### src/rtl/mem_ctrl.sv
// mem_ctrl: memory controller between the CPU core and a byte-wide,
// single-port, synchronous-read RAM.
//
// It arbitrates the instruction-fetch (IF) and data (MEM) ports onto one RAM.
// MEM wins ties because it belongs to the older instruction. Each 32-bit word
// access is serialised into four little-endian byte transfers. Each requester
// gets a one-cycle done pulse.
//
// Optional feature: define MEM_CTRL_IF_BUF_EN to add a one-entry fetch buffer.
// A fetch that hits the buffer completes the cycle after acceptance and does
// not touch the RAM.
//
// Ports:
//   clk, rst                  rising-edge clock; asynchronous active-high reset
//   if_req/if_addr            fetch request (held until if_done) and byte address
//   if_data/if_done           fetched word (held until next fetch) and done pulse
//   mem_req/mem_we/mem_addr   data request, 1=store, byte address
//   mem_sel/mem_wdata         store byte enables and store data
//   mem_rdata/mem_done        loaded word (held) and done pulse
//   ram_addr/ram_we/ram_din   RAM byte address, write strobe, write data
//   ram_dout                  RAM read data, one cycle after the address edge
module mem_ctrl #(
  parameter int ADDR_W = 17
) (
  input  logic              clk,
  input  logic              rst,
  input  logic              if_req,
  input  logic [31:0]       if_addr,
  output logic [31:0]       if_data,
  output logic              if_done,
  input  logic              mem_req,
  input  logic              mem_we,
  input  logic [31:0]       mem_addr,
  input  logic [3:0]        mem_sel,
  input  logic [31:0]       mem_wdata,
  output logic [31:0]       mem_rdata,
  output logic              mem_done,
  output logic [ADDR_W-1:0] ram_addr,
  output logic              ram_we,
  output logic [7:0]        ram_din,
  input  logic [7:0]        ram_dout
);
  localparam int BASE_W = ADDR_W - 2;

  typedef enum logic [1:0] {S_IDLE, S_RD, S_WR, S_DONE} state_t;

  function automatic logic [7:0] word_byte(input logic [31:0] w, input logic [1:0] idx);
    logic [7:0] b;
    case (idx)
      2'd0:    b = w[7:0];
      2'd1:    b = w[15:8];
      2'd2:    b = w[23:16];
      default: b = w[31:24];
    endcase
    return b;
  endfunction

  state_t              state_q, state_d;
  logic [1:0]          cnt_q, cnt_d;
  logic                tail_q, tail_d;     // RD: last byte still in flight from the RAM
  logic                own_if_q, own_if_d; // current read belongs to the IF port
  logic [BASE_W-1:0]   base_q, base_d;
  logic [3:0]          sel_q, sel_d;
  logic [31:0]         wdata_q, wdata_d;
  logic [23:0]         rbuf_q, rbuf_d;     // bytes 0..2 of a read; byte 3 goes straight out
  logic [31:0]         if_data_q, if_data_d;
  logic [31:0]         mem_rdata_q, mem_rdata_d;
  logic                if_done_q, if_done_d;
  logic                mem_done_q, mem_done_d;
  logic [ADDR_W-1:0]   ram_addr_q, ram_addr_d;
  logic                ram_we_q, ram_we_d;
  logic [7:0]          ram_din_q, ram_din_d;
  logic                ibuf_hit;
  logic [31:0]         ibuf_word;
  logic [1:0]          cnt_nxt;

  // Only the word-address bits inside the RAM are used.
  logic unused_addr_bits;
  assign unused_addr_bits = ^{if_addr[31:ADDR_W], if_addr[1:0],
                              mem_addr[31:ADDR_W], mem_addr[1:0]};

  assign cnt_nxt = cnt_q + 2'd1;

  always_comb begin
    state_d     = state_q;
    cnt_d       = cnt_q;
    tail_d      = tail_q;
    own_if_d    = own_if_q;
    base_d      = base_q;
    sel_d       = sel_q;
    wdata_d     = wdata_q;
    rbuf_d      = rbuf_q;
    if_data_d   = if_data_q;
    mem_rdata_d = mem_rdata_q;
    if_done_d   = 1'b0;
    mem_done_d  = 1'b0;
    ram_addr_d  = ram_addr_q;
    ram_we_d    = 1'b0;
    ram_din_d   = ram_din_q;

    case (state_q)
      S_IDLE: begin
        if (mem_req) begin
          base_d     = mem_addr[ADDR_W-1:2];
          sel_d      = mem_sel;
          wdata_d    = mem_wdata;
          own_if_d   = 1'b0;
          cnt_d      = 2'd0;
          tail_d     = 1'b0;
          ram_addr_d = {mem_addr[ADDR_W-1:2], 2'b00};
          if (mem_we) begin
            state_d   = S_WR;
            ram_din_d = mem_wdata[7:0];
            ram_we_d  = mem_sel[0];
          end else begin
            state_d   = S_RD;
          end
        end else if (if_req) begin
          if (ibuf_hit) begin
            if_data_d = ibuf_word;
            if_done_d = 1'b1;
            state_d   = S_DONE;
          end else begin
            base_d     = if_addr[ADDR_W-1:2];
            own_if_d   = 1'b1;
            cnt_d      = 2'd0;
            tail_d     = 1'b0;
            ram_addr_d = {if_addr[ADDR_W-1:2], 2'b00};
            state_d    = S_RD;
          end
        end
      end
      S_RD: begin
        if (tail_q) begin
          if (own_if_q) begin
            if_data_d   = {ram_dout, rbuf_q};
            if_done_d   = 1'b1;
          end else begin
            mem_rdata_d = {ram_dout, rbuf_q};
            mem_done_d  = 1'b1;
          end
          state_d = S_DONE;
        end else begin
          // ram_dout lags ram_addr by one cycle, so it carries byte cnt-1.
          case (cnt_q)
            2'd1:    rbuf_d[7:0]   = ram_dout;
            2'd2:    rbuf_d[15:8]  = ram_dout;
            2'd3:    rbuf_d[23:16] = ram_dout;
            default: ;
          endcase
          if (cnt_q == 2'd3) begin
            tail_d = 1'b1;
          end else begin
            cnt_d      = cnt_nxt;
            ram_addr_d = {base_q, cnt_nxt};
          end
        end
      end
      S_WR: begin
        if (cnt_q == 2'd3) begin
          mem_done_d = 1'b1;
          state_d    = S_DONE;
        end else begin
          cnt_d      = cnt_nxt;
          ram_addr_d = {base_q, cnt_nxt};
          ram_din_d  = word_byte(wdata_q, cnt_nxt);
          ram_we_d   = sel_q[cnt_nxt];
        end
      end
      default: begin
        state_d = S_IDLE;
      end
    endcase
  end

  always_ff @(posedge clk or posedge rst) begin
    if (rst) begin
      state_q     <= S_IDLE;
      cnt_q       <= 2'd0;
      tail_q      <= 1'b0;
      own_if_q    <= 1'b0;
      if_data_q   <= '0;
      mem_rdata_q <= '0;
      if_done_q   <= 1'b0;
      mem_done_q  <= 1'b0;
      ram_addr_q  <= '0;
      ram_we_q    <= 1'b0;
      ram_din_q   <= '0;
    end else begin
      state_q     <= state_d;
      cnt_q       <= cnt_d;
      tail_q      <= tail_d;
      own_if_q    <= own_if_d;
      if_data_q   <= if_data_d;
      mem_rdata_q <= mem_rdata_d;
      if_done_q   <= if_done_d;
      mem_done_q  <= mem_done_d;
      ram_addr_q  <= ram_addr_d;
      ram_we_q    <= ram_we_d;
      ram_din_q   <= ram_din_d;
    end
  end

  always_ff @(posedge clk) begin
    base_q  <= base_d;
    sel_q   <= sel_d;
    wdata_q <= wdata_d;
    rbuf_q  <= rbuf_d;
  end

`ifdef MEM_CTRL_IF_BUF_EN
  logic              ibuf_vld_q, ibuf_vld_d;
  logic [BASE_W-1:0] ibuf_tag_q, ibuf_tag_d;
  logic [31:0]       ibuf_data_q, ibuf_data_d;

  assign ibuf_hit  = ibuf_vld_q && (ibuf_tag_q == if_addr[ADDR_W-1:2]);
  assign ibuf_word = ibuf_data_q;

  always_comb begin
    ibuf_vld_d  = ibuf_vld_q;
    ibuf_tag_d  = ibuf_tag_q;
    ibuf_data_d = ibuf_data_q;
    // A store to the buffered word makes the copy stale.
    if (state_q == S_IDLE && mem_req && mem_we &&
        mem_addr[ADDR_W-1:2] == ibuf_tag_q)
      ibuf_vld_d = 1'b0;
    if (state_q == S_RD && tail_q && own_if_q) begin
      ibuf_vld_d  = 1'b1;
      ibuf_tag_d  = base_q;
      ibuf_data_d = {ram_dout, rbuf_q};
    end
  end

  always_ff @(posedge clk or posedge rst) begin
    if (rst) ibuf_vld_q <= 1'b0;
    else     ibuf_vld_q <= ibuf_vld_d;
  end

  always_ff @(posedge clk) begin
    ibuf_tag_q  <= ibuf_tag_d;
    ibuf_data_q <= ibuf_data_d;
  end
`else
  assign ibuf_hit  = 1'b0;
  assign ibuf_word = '0;
`endif

  assign if_data   = if_data_q;
  assign if_done   = if_done_q;
  assign mem_rdata = mem_rdata_q;
  assign mem_done  = mem_done_q;
  assign ram_addr  = ram_addr_q;
  assign ram_we    = ram_we_q;
  assign ram_din   = ram_din_q;

endmodule

### config.mk
export PLATFORM = sky130hd
export DESIGN_NAME = mem_ctrl
export DESIGN_NICKNAME = d
export VERILOG_FILES = /design/src/rtl/mem_ctrl.sv
export SDC_FILE = /design/constraint.sdc
export NUM_CORES = 1
export LEC_CHECK = 0
export ABC_CLOCK_PERIOD_IN_PS = 6300
export CAP_MARGIN = 0
export CORE_MARGIN = 4
export CORE_UTILIZATION = 40
export CTS_CLUSTER_DIAMETER = 60
export DETAILED_ROUTE_END_ITERATION = 8
export DONT_BUFFER_PORTS = 1
export GPL_TIMING_DRIVEN = 0
export SYNTH_ARGS = -nofsm -noshare
export SYNTH_HDL_FRONTEND = slang
export SYNTH_SLANG_ARGS = --single-unit
### constraint.sdc
create_clock -name clk -period 6.3 [get_ports clk]
set_input_delay 0.63 -clock clk [delete_from_list [all_inputs] [get_ports clk]]
set_output_delay 0.63 -clock clk [all_outputs]
set_load 0.05 [all_outputs]
-- After elaboration in Yosys (flattened, before gate mapping)
Cells that the tools add are included.
- flip-flop bits (word level): 173
- logic and storage cells: 94
- latch bits: 0
- memory bits (writable): 0
- memories: 0
- memory bits (read-only): 0
- order comparisons: 1
- eq/ne operators: 14
- multipliers: 0
- multiplexer cells: 42
- shift-type cells: 0
- add/subtract/negate cells: 1
- reductions and logical operators: 17
- bitwise logic cells: 2
- divide/modulo/power cells: 0
- operator list (kind ; number):
    2-to-1 mux 17 bit ; 4
    one-hot mux 17 bit (3 select lines) ; 1
    2-to-1 mux 15 bit ; 2
    2-to-1 mux 8 bit ; 3
    one-hot mux 8 bit (3 select lines) ; 1
    AND reduction 3 bit ; 7
    2-to-1 mux 2 bit ; 9
    one-hot mux 8 bit (2 select lines) ; 1
    2-to-1 mux 1 bit ; 15
    != test 2 bit, second input constant ; 6
    one-hot mux 2 bit (3 select lines) ; 2
    equality test 2 bit, second input constant ; 4
    equality test 2 x 1 -> 1 bit, second input constant ; 3
    one-hot mux 1 bit (2 select lines) ; 3
    AND reduction 2 bit ; 3
    nonzero test 2 bit ; 3
    logical NOT 2 bit ; 2
    AND reduction 4 bit ; 1
    < comparator 2 x 3 -> 1 bit, second input constant ; 1
    != test 3 bit, second input constant ; 1
    nonzero test 3 bit ; 1
    adder 2 x 1 -> 2 bit, second input constant ; 1
    binary-select mux 1 bit (select 2 bit) ; 1
    NOT 1 bit ; 2

-- Depth between registers and ports, before layout
- word-level depth: 5
- mapped depth: 8
- mapped depth without buffers: 5

-- Worst setup path before layout
OpenSTA, ideal clock, no wires.
- path kind: input port to flip-flop
- from: input port mem_req
- to: register sel_q[0] (enable)
- setup time: 397 ps
- data arrival time: 1969 ps
- cell stages on the path: 3
- setup slack: 3933 ps
- path buffers: 2
- data required time: 5903 ps
- path through: buf_2 -> buf_2 -> and2_1
- cells in the longest elaborated chain, start to end: 1
- RTL lines (element ; RTL line ; source):
    start: declaration ; 31 ; input logic mem_req,
    AND reduction 2 bit (no source line) ; n/a ;
    end signal: assignment ; 206 ; sel_q <= sel_d;
    end: declaration ; 63 ; logic [3:0] sel_q, sel_d;
No other way between the ends.
A chain may end at the register's enable or synchronous reset.

==> impl_metrics.json <==
{
  "status": "finished, final reports clean",
  "worstMarginPinSlew_ps": 850,
  "syn_avg_cell_area_um2": 16.2,
  "cts_setup_buffers": 0,
  "multi_input_area_um2": 1920,
  "cp.required_ps": 6350,
  "row_count": 47,
  "dieArea_um2": 19100,
  "crit-reg2reg-launch": "ram_addr[0]",
  "dp_hpwl_um": 10200,
  "synthDistinctLibCells": 30,
  "place_congestion": 0.736,
  "ant_nets": 0,
  "report.final.hold_viol_count": 0,
  "overflow": 0,
  "wl_per_cell_um": 21.1,
  "cap_violations": 0,
  "slew_headroom_pct": 43.3,
  "min_path_type": "in2async",
  "yosys_warnings": 0,
  "synthFlopType": "dfrtp_1",
  "cts_resized": 0,
  "cp-start-kind": "flip-flop",
  "drive_gt1_share_pct": 29.3,
  "synth_area_leaders": "dfrtp_1, edfxtp_1, mux2_2",
  "ctsHoldBuffers": 0,
  "cp.arrival_ps": 2600,
  "critPathMaxStageDelay_ps": 770,
  "diodes": 0,
  "synthTopCellsByCount": "dfrtp_1, mux2_2, edfxtp_1",
  "path_delay_family": "flip-flops",
  "clock_latency_ps": 410,
  "grt_pass1_vias": 3871,
  "port_buffers": 0,
  "die_y_um": 138,
  "cts_tree": "built",
  "ff_latch_area_um2": 4650,
  "path_clk_slew_ps": 70,
  "totalWireLength_um": 14200,
  "core_um2": 16600,
  "antenna_found_initial": 0,
  "synth_top_area_cell": "dfrtp_1",
  "syn_inst": 418,
  "syn_nets": 540,
  "drtIter0Drc": 121,
  "grt_start_max_net_pins": 60,
  "grt_pass1_wl_um": 22400,
  "detail_route.first_pass.iterations": 4,
  "cts_buffers": 17,
  "cts_root_buffer": "clkbuf_16",
  "slowest_stage": "dfrtp_1",
  "ys_seq_area_share_pct": 68.8,
  "cts_sinks": 171,
  "io_pins": 205,
  "fmax_ghz": 0.393,
  "fillers": 1516,
  "grtUsageTotal_pct": 15.1,
  "critical_path_buf_inv_count": 1,
  "layout_worst_path_cycle_share_pct": 40.4,
  "async_reset_ff_share_pct": 56.1,
  "via_per_inst": 5.15,
  "synthMostInstantiatedCell": "dfrtp_1",
  "yosysTopAreaCellShare_pct": 35.5,
  "clk_path_buf_depth": 2,
  "synth-edff-count": 75,
  "setup_violations": 0,
  "die_w_um": 138,
  "path_max_fanout": 10,
  "setup.worst_path.start": "ram_addr[0]",
  "cp-end-kind": "flip-flop",
  "rsz0062_at_grt": "no",
  "drc": 0,
  "synth_area_um2": 6760,
  "initial_core_util_pct": 40.8,
  "area_delta_synth_final_pct": 12.7,
  "post-route-min-period_ps": 2550,
  "crit_type": "reg2reg",
  "synth-seq-cells": 171,
  "finalSetupTns_ps": 0,
  "nNetsFinal": 560,
  "path_cells": "ha_1 -> clkbuf_1 -> and2_1",
  "fin_worst_skew_ps": 10.9,
  "vias": 3455,
  "slew_violations": 0,
  "htree_levels": 4
}
-- registers in the layout, summed over array words and instances (netlist names) --
| signal | flops |
|---|---|
| if_done | 1 |
| ram_we | 1 |
| own_if_q | 1 |
| base_q | 15 |
| rbuf_q | 24 |
| if_data | 32 |
| mem_done | 1 |
| wdata_q | 32 |
| sel_q | 4 |
| ram_din | 8 |
| mem_rdata | 32 |
| tail_q | 1 |
| ram_addr | 17 |
| state_q | 2 |
-- cell type report --
| type | count | share of cell area, % |
|---|---|---|
| Tap cell | 220 | 3.61 |
| Multi-Input combinational cell | 202 | 25.2 |
| Clock buffer | 20 | 6.14 |
| Clock inverter | 12 | 1.12 |
| Timing Repair Buffer | 1 | 0.361 |
| Inverter | 25 | 1.26 |
| Buffer | 20 | 1.30 |
| Sequential cell | 171 | 61.1 |
-- routing by layer --
layer / share of wire (%) / global-route usage (%) / wire length, um
met1: 40 / 17.3 / 5630
met2: 49 / 24.7 / 6940
met3: 11 / 8.46 / 1490
met4: 0.88 / 3.90 / 125
met5: 0 / 0 / 0
-- worst paths after layout --
path                       slack, ps      endpoint  cells after the start
setup / recovery                3750    rbuf_q[18]                      3
hold / removal                   140  ram_addr[10]                      1
setup reg to reg                3750    rbuf_q[18]                      3
hold reg to reg                  500    if_data[3]                      1
max in group asynchronous       5490    ram_din[0]                      2
min in group clk                 310      sel_q[1]                      0
-- per-stage QoR --
step                      worst slack (ps)  hold slack [ps]  util [%]  cell area, um^2  cells
final                                 3750              141      46.0             7620    671
after floorplan                       3160              475         -             6760    418
after detailed placement              3700              492      42.6             7070    639
after CTS                             3690              137      46.0             7620    671
after global placement                1970              483      42.4             7040    638
after global routing                  3620              152      46.0             7620    671
-- cells by family after synthesis --
group                      after synthesis  synth area share (%)
and+or+nand+nor                         29                  2.53
AOI/OAI and AO/OA                       50                  5.59
muxes                                  114                  18.6
adders and majority gates                9                  1.66
DFF                                    171                  68.8
buffers and inverters                   45                  2.85
-- layout by cell type, fill, tap and decap left out, types with 2 or more instances in the layout --
cell and n:
nand2b_1 9, mux2_2 81, a21o_1 8, inv_6 4
inv_1 23, nand2_1 6, a22o_1 8, ha_1 9
nor2b_1 2, a21oi_1 4, o221ai_1 8, edfxtp_1 75
clkinv_2 5, buf_2 10, clkinv_4 2, clkbuf_1 9
nor2_1 2, dfrtp_1 96, a31oi_1 16, mux2i_1 32
and2_1 4, o21ai_0 4, clkbuf_16 18
Power is not shown: default switching activity piles up to over one toggle a cycle in this logic, so the estimate is an artifact.
==> variant 1: new RTL, same settings <==
The parameter `ADDR_W` goes from 17 to 21.
--- a/src/rtl/mem_ctrl.sv
+++ b/src/rtl/mem_ctrl.sv
@@ -20,7 +20,7 @@
 //   ram_addr/ram_we/ram_din   RAM byte address, write strobe, write data
 //   ram_dout                  RAM read data, one cycle after the address edge
 module mem_ctrl #(
-  parameter int ADDR_W = 17
+  parameter int ADDR_W = 21
 ) (
   input  logic              clk,
   input  logic              rst,
Interface: changed (resized ram_addr); port bits go from 205 to 209. The function was not compared with the original's and may differ.
==> variant 1 against the unedited design <==
- design area rose by 7.5%
- sequential cell count up 8
- synthesized area rose by 7.5%
- setup slack improved by 0.053 ns
- via count rose by 6.9%
- wire length up 8.9%
- non-clock buffer count increased by 4
==> variant 1: results (changes against the unedited design) <==
routing:
  detail_route.vias_per_cell: 5.22  # was 5.15
  drt_first_iter_violations: 140  # was 121
  antenna_left: 0  # unchanged
  drtPass1Iterations: 4  # unchanged
  routed_wl_um: 15400  # was 14200 µm
timing:
  skew_ns: 0.0152  # was 0.0109 ns
  worst_slew_pin_slew_ns: 0.830  # was 0.850 ns
  hold_slack_ns: 0.121  # was 0.141 ns
setup_path:
  worstPathArrival_ns: 2.55  # was 2.60 ns
  r2r-end: "rbuf_q[16]$_DFFE_PP_"  # was rbuf_q[18]$_DFFE_PP_
  ff2ff_path_depth: 3  # unchanged
  worstReg2RegStart: "ram_addr[0]$_DFFE_PP0P_"  # unchanged
  cp_max_fo: 10  # unchanged
  r2r_slack_ns: 3.81  # was 3.75 ns
global_routing:
  grt_pass1_vias: 3993  # was 3871
  grt_max_degree: 64  # was 60
  grt_pass1_wl_um: 23600  # was 22400 µm
  grtUsageTotal_pct: 15.4  # was 15.1%
  grt_antenna_before_repair: 0  # unchanged
layout:
  drive_gt1_share_pct: 29.9  # was 29.3%
  finish.utilization_pct: 45.8  # was 46.0%
  diodes: 0  # unchanged
  fillerInstances: 1572  # was 1516
  num-nets-final: 588  # was 560
clock_tree:
  cts_resized: 0  # unchanged
  root_buffer: "clkbuf_16"  # unchanged
  htree_levels: 4  # unchanged
  numCtsBuffers: 17  # unchanged
  clock_latency_ns: 0.43  # was 0.41 ns
  path_clk_slew_ns: 0.07  # about the same
  postCtsSetupRepairBufs: 0  # unchanged
  clockBufferDepth: 2  # unchanged
synth:
  synth_seq_area_share_pct: 67.0  # was 68.8%
  yosys_warnings: 0  # unchanged
  synthTopCellsByArea: "dfrtp_1 34%, edfxtp_1 33%, mux2_2 8.7%"  # was dfrtp_1 36%, edfxtp_1 33%, mux2_2 13%
  netlist_top_cells_count: "100 x dfrtp_1, 79 x edfxtp_1, 56 x mux2_2"  # was 96 x dfrtp_1, 81 x mux2_2, 75 x edfxtp_1
  synth_edf_count: 79  # was 75
  synthArstFlopShare_pct: 55.9  # was 56.1%
  synth_flop_cell: "dfrtp_1"  # unchanged
  synth_fp_nets: 567  # was 540
  yosysUniqueCellTypes: 32  # was 30
power:
  ir_drop_v: 0.000296
  p_leak_uw: 0.00358
place:
  io_buffers: 0  # unchanged
  dpl.hpwl_um: 10700  # was 10200 µm
  gp_congestion: 0.809  # was 0.736
min_path:
  hp-class: "in -> async"  # unchanged
run_status:
  outcome: "finished, final reports clean"  # unchanged
-- variant 1: final cells by class --
type                    count  area, µm²  area share, %
flip-flops and latches    179       4870           59.5
multi-input cells         215       2140           26.1
clock buffers              17        425           5.19
well taps                 229        287           3.50
clock inverters            15        161           1.97
plain buffers              23        155           1.89
inverters                  28        108           1.31
repair buffers              2       42.5          0.519
-- variant 1: logic make-up (layout without fill, tap and decap cells) --
logic type | Yosys count | in the layout | share of synthesized area, %
compound gates | 50 | 50 | 5.02
fa+ha+maj | 9 | 9 | 1.55
buf+inv | 51 | 85 | 3.58
flops | 179 | 179 | 67.0
mux | 127 | 127 | 20.6
simple gates | 29 | 29 | 2.22
-- variant 1: critical path, cell delays in order, from the launching register on --
cell and delay [ns]:
dfrtp_1 0.77, ha_1 0.33, clkbuf_1 0.47, and2_1 0.55
-- variant 1: power breakdown --
group	leakage [µW]	switching, µW	internal [µW]
clock	0.000286	511	532
sequential	0.00196	1280	1630
combinational	0.00133	598	641
total	0.00358	2390	2800
-- variant 1: layer usage --
metal / routed length, µm / GRT usage [%] / vias to the layer above / share of wire, %
met2: 7370 / 24.1 / 147 / 48
met1: 6440 / 19.4 / 1860 / 42
met5: 0 / 0 / - / 0
met4: 215 / 5.10 / 0 / 1.4
met3: 1420 / 6.80 / 17 / 9.2
li1: - / - / 1669 / -
-- variant 1: how the worst max path moves through the flow --
stage / startpoint / to
final: ram_addr[0]$_DFFE_PP0P_ / rbuf_q[16]$_DFFE_PP_
after global routing: ram_addr[0]$_DFFE_PP0P_ / rbuf_q[16]$_DFFE_PP_
after CTS: ram_addr[0]$_DFFE_PP0P_ / rbuf_q[16]$_DFFE_PP_
after detailed placement: ram_addr[0]$_DFFE_PP0P_ / rbuf_q[19]$_DFFE_PP_
after global placement: rst / mem_rdata[29]$_DFFE_PP0P_
after floorplan: rst / if_data[0]$_DFFE_PP0P_
-- variant 1: per-stage QoR --
stage / area [µm²] / power, µW / worst slack [ns] / instances
global placement: 7560 / 4140 / 1.81 / 674
global route: 8200 / 5450 / 3.65 / 708
floorplan: 7270 / 3850 / 3.05 / 445
detailed placement: 7610 / 4200 / 3.72 / 676
CTS: 8200 / 5250 / 3.70 / 708
finish: 8200 / 5190 / 3.81 / 708
==> variant 2: new RTL, same flow settings <==
Made on the original files. Register the inputs `if_req`, `mem_sel` and `mem_wdata` before use, without a reset. The logic sees them one clock later. The other inputs are not delayed to match.
--- a/src/rtl/mem_ctrl.sv
+++ b/src/rtl/mem_ctrl.sv
@@ -44,6 +44,16 @@
 
   typedef enum logic [1:0] {S_IDLE, S_RD, S_WR, S_DONE} state_t;
 
+  logic if_req_q;
+  logic [3:0] mem_sel_q;
+  logic [31:0] mem_wdata_q;
+
+  always_ff @(posedge clk) begin
+    if_req_q    <= if_req;
+    mem_sel_q   <= mem_sel;
+    mem_wdata_q <= mem_wdata;
+  end
+
   function automatic logic [7:0] word_byte(input logic [31:0] w, input logic [1:0] idx);
     logic [7:0] b;
     case (idx)
@@ -102,20 +112,20 @@
       S_IDLE: begin
         if (mem_req) begin
           base_d     = mem_addr[ADDR_W-1:2];
-          sel_d      = mem_sel;
-          wdata_d    = mem_wdata;
+          sel_d      = mem_sel_q;
+          wdata_d    = mem_wdata_q;
           own_if_d   = 1'b0;
           cnt_d      = 2'd0;
           tail_d     = 1'b0;
           ram_addr_d = {mem_addr[ADDR_W-1:2], 2'b00};
           if (mem_we) begin
             state_d   = S_WR;
-            ram_din_d = mem_wdata[7:0];
-            ram_we_d  = mem_sel[0];
+            ram_din_d = mem_wdata_q[7:0];
+            ram_we_d  = mem_sel_q[0];
           end else begin
             state_d   = S_RD;
           end
-        end else if (if_req) begin
+        end else if (if_req_q) begin
           if (ibuf_hit) begin
             if_data_d = ibuf_word;
             if_done_d = 1'b1;
Formal check against the unedited RTL: not equivalent (a bounded check fails within 4 cycles, from zero or initial values and one cycle with rst high).
==> variant 2 against the unedited design <==
- cell count rose by 8.0%
- count of clock-buffer cells in the layout rose by 11
- wire length rose by 8.5%
- setup slack got worse by 0.016 ns
- synthesized cell count rose by 8.9%
- sequential cell count rose by 37
- via count rose by 6.9%
- design area rose by 13%
- synthesized area rose by 11%
- critical endpoint is now rbuf_q[16]$_DFFE_PP_
==> variant 2: results (changes against the unedited design) <==
run_status:
  outcome: "finished, final reports clean"  # unchanged
synth:
  synth_seq_area_share_pct: 71.9  # was 68.8%
  yosysUniqueCellTypes: 32  # was 30
  synth_fp_nets: 577  # was 540
  synthArstFlopShare_pct: 46.2  # was 56.1%
  yosys_warnings: 0  # unchanged
  synthCells: 455  # was 418
  synthTopCellsByArea: "dfrtp_1 32%, edfxtp_1 30%, mux2_2 12%"  # was dfrtp_1 36%, edfxtp_1 33%, mux2_2 13%
  synth_area_um2: 7510  # was 6760 µm²
  netlist_top_cells_count: "96 x dfrtp_1, 81 x mux2_2, 75 x edfxtp_1"  # unchanged
global_routing:
  grt_pass1_vias: 4204  # was 3871
  grt_antenna_before_repair: 0  # unchanged
  grtUsageTotal_pct: 14.5  # was 15.1%
  grt_pass1_wl_um: 24600  # was 22400 µm
  grt_max_degree: 64  # was 60
routing:
  wire_per_inst_um: 21.2  # was 21.1 µm
  drtPass1Iterations: 4  # unchanged
  via_count: 3693  # was 3455
  drt_first_iter_violations: 165  # was 121
setup_path:
  worstPathArrival_ns: 2.69  # was 2.60 ns
  cp_max_fo: 10  # unchanged
  slowest_delay_ns: 0.78
  crit_path_top_delay_cell: "dfrtp_1"  # unchanged
place:
  io_buffers: 0  # unchanged
  gp_congestion: 0.757  # was 0.736
  placed_area_um2: 7830  # was 7070 µm²
  dpl.hpwl_um: 10800  # was 10200 µm
  dp.cells: 685  # was 639
layout:
  drive_gt1_share_pct: 28.2  # was 29.3%
  clock_cell_area_share_pct: 8.94  # was 7.25%
  comb.multi_input.count: 202  # unchanged
  bufAreaShareNonClock_pct: 1.47  # was 1.66%
  syn2layout_area_growth_pct: 14.5  # was 12.7%
  fillerInstances: 1559  # was 1516
  clock_buffers: 31  # was 20
  num-nets-final: 602  # was 560
  stdcell_count: 725  # was 671
  multi_input_area_share_pct: 22.4  # was 25.2%
  seq_share_pct: 62.8  # was 61.1%
  seq_cell_count: 208  # was 171
power:
  p_comb_share_pct: 19.8
  netSwitchingPower_uw: 2320
  powerClk_uw: 1320
  p_leak_uw: 0.00361
  ir_drop_v: 0.000384
flow_run:
  max_cap_viol_count: 0  # unchanged
timing:
  skew_ns: 0.0148  # was 0.0109 ns
  worst_slew_pin_slew_ns: 0.843  # was 0.850 ns
clock_tree:
  path_clk_slew_ns: 0.06
  clock_latency_ns: 0.49  # was 0.41 ns
  clockBufferDepth: 3  # was 2
  htree_levels: 1  # was 4
  numCtsBuffers: 22  # was 17
  cts_resized: 0  # unchanged
min_path:
  hp-class: "in -> async"  # unchanged
-- variant 2: cell types whose count changed after synthesis --
cell | before | now
and2_1 | 5 | 4
and2_4 | 0 | 1
dfxtp_1 | 0 | 37
-- variant 2: cells by family (layout without fill, tap and decap cells) --
logic type,after synthesis,count (layout),share of synthesized area [%]
flops,208,208,71.9
mux,114,114,16.7
compound gates,50,50,5.03
buf+inv,45,86,2.57
simple gates,29,29,2.32
fa+ha+maj,9,9,1.50
-- variant 2: final timing paths --
check	from	to	slack [ns]	cells after the start
max in group asynchronous	rst	mem_rdata[18]$_DFFE_PP0P_	5.59	2
max reg2reg	ram_addr[0]$_DFFE_PP0P_	rbuf_q[16]$_DFFE_PP_	3.74	3
min	rst	ram_addr[9]$_DFFE_PP0P_	0.04	1
min in group clk	if_req	if_req_q$_DFF_P_	0.16	0
max	ram_addr[0]$_DFFE_PP0P_	rbuf_q[16]$_DFFE_PP_	3.74	3
min reg2reg	mem_wdata_q[15]$_DFF_P_	wdata_q[15]$_DFFE_PP_	0.40	0
-- variant 2: layer usage --
metal	up-vias	routed length [µm]	track usage, %
met5	-	0	0
met4	0	272	2.99
met3	20	1440	6.14
met2	128	7440	24.2
met1	1848	6230	17.9
li1	1697	-	-
-- variant 2: worst register-to-register path, delay by kind of cell (launching register included) --
kind / cells / cell delay, ns
flip-flops: 1 / 0.78
buffers and inverters: 1 / 0.51
AND/OR/NAND/NOR: 1 / 0.51
adder cells (fa/ha/maj): 1 / 0.39
-- variant 2: metrics by stage --
step / util (%) / total power [µW] / setup slack (ns)
2_1_floorplan: - / 3880 / 3.16
3_3_place_gp: 42.8 / 4160 / 2.06
3_5_place_dp: 43.0 / 4230 / 3.67
4_1_cts: 47.2 / 5550 / 3.68
5_1_grt: 47.2 / 5750 / 3.55
6_report: 47.2 / 5480 / 3.74
